--- config.mk ---
export PLATFORM = sky130hd
export DESIGN_NAME = adc_scan_sequencer
export DESIGN_NICKNAME = d
export VERILOG_FILES = /design/src/rtl/adc_pkg.sv /design/src/rtl/adc_next_chan.sv /design/src/rtl/adc_scan_sequencer.sv
export SDC_FILE = /design/constraint.sdc
export NUM_CORES = 1
export LEC_CHECK = 0
export ABC_CLOCK_PERIOD_IN_PS = 5600
export CAP_MARGIN = 5
export CORE_ASPECT_RATIO = 1.5
export CORE_MARGIN = 8
export CORE_UTILIZATION = 57
export CTS_CLUSTER_SIZE = 25
export DETAILED_ROUTE_END_ITERATION = 6
export GPL_TIMING_DRIVEN = 0
export PLACE_DENSITY = 0.79
export SYNTH_ARGS = -nofsm -noshare
export SYNTH_HDL_FRONTEND = slang
export SYNTH_HIERARCHICAL = 1
export SYNTH_SLANG_ARGS = --single-unit
--- constraint.sdc ---
create_clock -name clk -period 5.6 [get_ports clk]
set_input_delay 1.4 -clock clk [delete_from_list [all_inputs] [get_ports clk]]
set_output_delay 1.4 -clock clk [all_outputs]
set_load 0.1 [all_outputs]
--- src/rtl/adc_pkg.sv ---
// Shared types and sizes for the LTC2308 channel scan sequencer.
// Latency: none (declarations only).
// Backpressure: none (declarations only).
package adc_pkg;

    localparam int NCH = 8;
    localparam int DW  = 12;
    localparam int CW  = $clog2(NCH);

    typedef enum logic [1:0] {
        IDLE  = 2'd0,
        SCAN  = 2'd1,
        DRAIN = 2'd2
    } state_t;

    // One stage of the two-frame ADC pipeline: which channel a frame configured.
    typedef struct packed {
        logic          v;
        logic [CW-1:0] ch;
    } tag_t;

endpackage

--- src/rtl/adc_next_chan.sv ---
// Priority search over a channel mask: next enabled channel above cur, and lowest enabled.
// Latency: combinational.
// Backpressure: none.
module adc_next_chan
    import adc_pkg::*;
(
    input  logic [NCH-1:0] mask,
    input  logic [CW-1:0]  cur,
    output logic           found,
    output logic [CW-1:0]  nxt_ch,
    output logic [CW-1:0]  first_ch
);

    // Scan from the top down so the last hit is the lowest qualifying channel.
    always_comb begin
        found    = 1'b0;
        nxt_ch   = '0;
        first_ch = '0;
        for (int i = NCH - 1; i >= 0; i--) begin
            if (mask[i]) begin
                first_ch = CW'(i);
                if (CW'(i) > cur) begin
                    found  = 1'b1;
                    nxt_ch = CW'(i);
                end
            end
        end
    end

endmodule

--- src/rtl/adc_scan_sequencer.sv ---
// Steps the LTC2308 channel select over an enable mask and files returned samples per channel.
// Latency: sample of the channel issued at frame edge k lands in the bank one clk after edge k+2.
// Backpressure: none; starts while busy are dropped, stop drains the pass in flight.
module adc_scan_sequencer
    import adc_pkg::*;
(
    input  logic           clk,
    input  logic           reset,
    input  logic [NCH-1:0] enable_mask,
    input  logic           start,
    input  logic           continuous,
    input  logic           stop,
    input  logic           adc_convst,
    input  logic [DW-1:0]  adc_result,
    output logic [CW-1:0]  chan,
    output logic           busy,
    output logic           scan_done,
    output logic [NCH-1:0] ch_valid,
    input  logic [CW-1:0]  rd_chan,
    output logic [DW-1:0]  rd_data
);

    state_t         state_q, state_d;
    tag_t           tag0_q, tag0_d, tag1_q, tag1_d;
    // Marks a tag as the pass-end (highest enabled) channel so scan_done survives a mask wrap.
    logic           last0_q, last0_d, last1_q, last1_d;
    logic [NCH-1:0] mask_q, mask_d;
    logic           cont_q, cont_d;
    logic           stop_q, stop_d;
    logic [CW-1:0]  chan_q, chan_d;
    logic [NCH-1:0] ch_valid_q, ch_valid_d;
    logic           scan_done_q, scan_done_d;
    logic           convst_q;
    logic [DW-1:0]  bank_q [NCH];

    logic           frame_edge;
    logic           issuing;
    logic           stop_seen;
    logic           bank_we;
    logic [CW-1:0]  bank_wa;

    logic           step_found;
    logic [CW-1:0]  step_ch;
    logic [CW-1:0]  wrap_first;
    logic [CW-1:0]  unused_step_first;
    logic           unused_wrap_found;
    logic [CW-1:0]  unused_wrap_nxt;

    // Step within the latched pass mask.
    adc_next_chan u_step (
        .mask     (mask_q),
        .cur      (chan_q),
        .found    (step_found),
        .nxt_ch   (step_ch),
        .first_ch (unused_step_first)
    );

    // Lowest channel of the live mask, used at start and at the continuous wrap.
    adc_next_chan u_wrap (
        .mask     (enable_mask),
        .cur      (chan_q),
        .found    (unused_wrap_found),
        .nxt_ch   (unused_wrap_nxt),
        .first_ch (wrap_first)
    );

    assign frame_edge = adc_convst & ~convst_q;
    assign issuing    = (state_q == SCAN);
    assign stop_seen  = stop_q | stop;

    // Pipeline shift on each frame edge, then scan control; a start overrides the valid clear.
    always_comb begin
        state_d     = state_q;
        tag0_d      = tag0_q;
        tag1_d      = tag1_q;
        last0_d     = last0_q;
        last1_d     = last1_q;
        mask_d      = mask_q;
        cont_d      = cont_q;
        stop_d      = stop_q;
        chan_d      = chan_q;
        ch_valid_d  = ch_valid_q;
        scan_done_d = 1'b0;
        bank_we     = 1'b0;
        bank_wa     = tag1_q.ch;

        if (frame_edge) begin
            if (tag1_q.v) begin
                bank_we                = 1'b1;
                ch_valid_d[tag1_q.ch]  = 1'b1;
                scan_done_d            = last1_q;
            end
            tag1_d    = tag0_q;
            last1_d   = last0_q;
            tag0_d.v  = issuing;
            tag0_d.ch = chan_q;
            last0_d   = issuing & ~step_found;
        end

        case (state_q)
            IDLE: begin
                stop_d = 1'b0;
                if (start && (|enable_mask)) begin
                    mask_d     = enable_mask;
                    cont_d     = continuous;
                    ch_valid_d = '0;
                    chan_d     = wrap_first;
                    state_d    = SCAN;
                end
            end
            SCAN: begin
                if (stop) begin
                    stop_d = 1'b1;
                end
                if (frame_edge) begin
                    if (step_found) begin
                        chan_d = step_ch;
                    end else if (cont_q && !stop_seen && (|enable_mask)) begin
                        chan_d = wrap_first;
                        mask_d = enable_mask;
                    end else begin
                        state_d = DRAIN;
                    end
                end
            end
            DRAIN: begin
                if (!tag0_d.v && !tag1_d.v) begin
                    state_d = IDLE;
                end
            end
            default: state_d = IDLE;
        endcase
    end

    // Control and pipeline state.
    always_ff @(posedge clk or posedge reset) begin
        if (reset) begin
            state_q     <= IDLE;
            tag0_q      <= '0;
            tag1_q      <= '0;
            last0_q     <= 1'b0;
            last1_q     <= 1'b0;
            mask_q      <= '0;
            cont_q      <= 1'b0;
            stop_q      <= 1'b0;
            chan_q      <= '0;
            ch_valid_q  <= '0;
            scan_done_q <= 1'b0;
            convst_q    <= 1'b0;
        end else begin
            state_q     <= state_d;
            tag0_q      <= tag0_d;
            tag1_q      <= tag1_d;
            last0_q     <= last0_d;
            last1_q     <= last1_d;
            mask_q      <= mask_d;
            cont_q      <= cont_d;
            stop_q      <= stop_d;
            chan_q      <= chan_d;
            ch_valid_q  <= ch_valid_d;
            scan_done_q <= scan_done_d;
            convst_q    <= adc_convst;
        end
    end

    // Per-channel result bank.
    always_ff @(posedge clk or posedge reset) begin
        if (reset) begin
            for (int i = 0; i < NCH; i++) begin
                bank_q[i] <= '0;
            end
        end else if (bank_we) begin
            bank_q[bank_wa] <= adc_result;
        end
    end

    assign chan      = chan_q;
    assign busy      = (state_q != IDLE);
    assign scan_done = scan_done_q;
    assign ch_valid  = ch_valid_q;
    assign rd_data   = bank_q[rd_chan];

endmodule

==> results_dict.tcl <==
set metrics [dict create \
    dpl.hpwl_um 8630 \
    slew_violations 0 \
    worstPathArrival_ns 4.05 \
    p_sw_mw 1.32 \
    groute.usage.overall 0.200 \
    ios 54 \
    path_class "primary input to output port" \
    power_mw 3.81 \
    p_comb_frac 0.342 \
    dp_slack_ns 0.148 \
    start_util 0.579 \
    via_count 3682 \
    cts.clk_slew.worst_paths_ns 0.05 \
    synth_area_um2 6030 \
    fmax_mhz 184 \
    avgSynthCellArea_um2 14.4 \
    grt_pass1_vias 4083 \
    area_growth_syn_to_layout_pct 21.6 \
    ir_worst_vdd_uv 422 \
    antennaDiodeCount 0 \
    maxCapViolCount 0 \
    slew-limit-headroom 0.313 \
    die_h_um 142 \
    synthCells 418 \
    required_ns 4.20 \
    status "completed" \
    post_cts_resized 0 \
    antenna_found_initial 0 \
    first_pass_iters 4 \
    pwr-share-clk 0.283 \
    fin_skew_ns 0.00636 \
    finalHoldViolations 0 \
    drt_iter0_drc 199 \
    insertion_delay_ns 0.41 \
    worstPathMaxFanout 10 \
    core-area_um2 10400 \
    cts-buffers-inserted 17 \
    p_per_area_nw_per_um2 520 \
    htree_levels 4 \
    whs_ns 0.473 \
    cts_tree "yes" \
    p_leak_nw 3.46 \
    nets 518 \
    tightest_slew_ns 1.03 \
    hold_buffers 0 \
    place.gp.congestion 0.820 \
    sw_frac_of_total 0.346 \
    wl_per_cell_um 20.2 \
    ys_warn_count 6 \
    cp-start-kind "primary input" \
    layout-drive-gt1-share 0.400 \
    cts_setup_buffers 0 \
    num_rows 46 \
    overflow 0 \
    clockBufferDepth 2 \
    period_needed_ns 5.45 \
    ant_nets 0 \
    wirelength_um 13000 \
    grt_max_degree 86 \
    io_buffers 51 \
    drc 0 \
    r2r_slack_ns 3.28 \
    endpoint_kind "output port" \
    die_w_um 100 \
    routed_via_density 5.70 \
    cts_root_buffer "clkbuf_16" \
    grt_pass1_wl_um 21500 \
    clkSinkCount 130 \
    seqPwrFrac 0.375 \
    syn-num-nets 447 \
    finalSetupViolations 0 \
    fin_crit_sh 0.973 \
    fin_ws_ns 0.151 \
    p_int_mw 2.50 \
    worstHoldPathType "flip-flop to flip-flop" \
    die_area_um2 14200 \
    rsz0062_at_grt "false" \
]
-- routing by layer --
metal	wire [um]	GRT usage	vias to the layer above
li1	-	-	1656
met1	5160	0.227	1909
met2	6870	0.341	97
met3	766	0.0627	20
met4	233	0.0768	0
met5	0	0	-
-- power by group through the flow --
stage          combinational [mW]  clock [mW]  sequential, mW
2_1_floorplan               0.893           0            1.54
3_3_place_gp                 1.27           0            1.42
3_5_place_dp                 1.30           0            1.44
4_1_cts                      1.31        1.09            1.43
5_1_grt                      1.38        1.14            1.47
6_report                     1.30        1.08            1.43
-- state kept, by name, indices dropped and copies added, names as in the netlist --
name	count
last1_q	1
chan	3
last0_q	1
bank_q	96
bank_wa	3
state_q	2
ch_valid	8
tag0_q	4
scan_done	1
stop_q	1
convst_q	1
cont_q	1
mask_q	7
tag1_q	1
-- worst paths after layout --
path,end,depth (start not counted),startpoint
worst max register to register,chan[2],8,chan[1]
min in group asynchronous,mask_q[3],2,reset
worst max-delay path,rd_data[1],4,rd_chan[2]
worst min-delay path,bank_wa[0],2,tag0_q[0]
worst min register to register,bank_wa[0],2,tag0_q[0]
max in group asynchronous,bank_q[35],3,reset
-- through the flow --
stage	std cells	utilization	cell area [um2]	setup TNS, ns
after floorplan	418	-	6030	0
after global placement	613	0.645	6720	-109.99
after detailed placement	614	0.648	6760	0
after CTS	646	0.704	7340	0
after global routing	646	0.704	7340	0
final	646	0.704	7340	0
-- cell usage in the layout (no fill, tap or decap), types with 2 or more instances in the layout --
cell type / n
dfrtp_1: 130
mux2_2: 103
clkdlybuf4s50_1: 51
nand2_1: 32
mux4_2: 24
mux2_4: 19
clkbuf_16: 17
inv_1: 12
buf_2: 11
a21oi_1: 9
nor2_1: 9
clkinv_2: 7
clkbuf_1: 6
nand2b_1: 4
buf_6: 4
a21boi_0: 4
o21a_1: 4
nor2b_1: 3
clkbuf_8: 3
o21ai_1: 3
nor3_1: 3
nor4_1: 2
a22o_1: 2
nand3_1: 2
o21ai_0: 2
or2b_1: 2
or3_1: 2
clkinvlp_4: 2
bufinv_16: 2
o21bai_1: 2
-- worst max-delay path, stage by stage --
cell and delay (ns):
clkdlybuf4s50_1 0.55, clkbuf_1 0.65, mux2_2 0.31, clkdlybuf4s50_1 1.13
-- final cells by class --
cell class / count / area, um2
plain buffers: 22 / 130
repair buffers: 52 / 538
well taps: 144 / 180
inverters: 13 / 53.8
clock buffers: 21 / 470
flip-flops and latches: 130 / 3250
clock inverters: 11 / 110
fillers: 717 / 3080
multi-input cells: 253 / 2600
(Power assumes the default switching activity.)
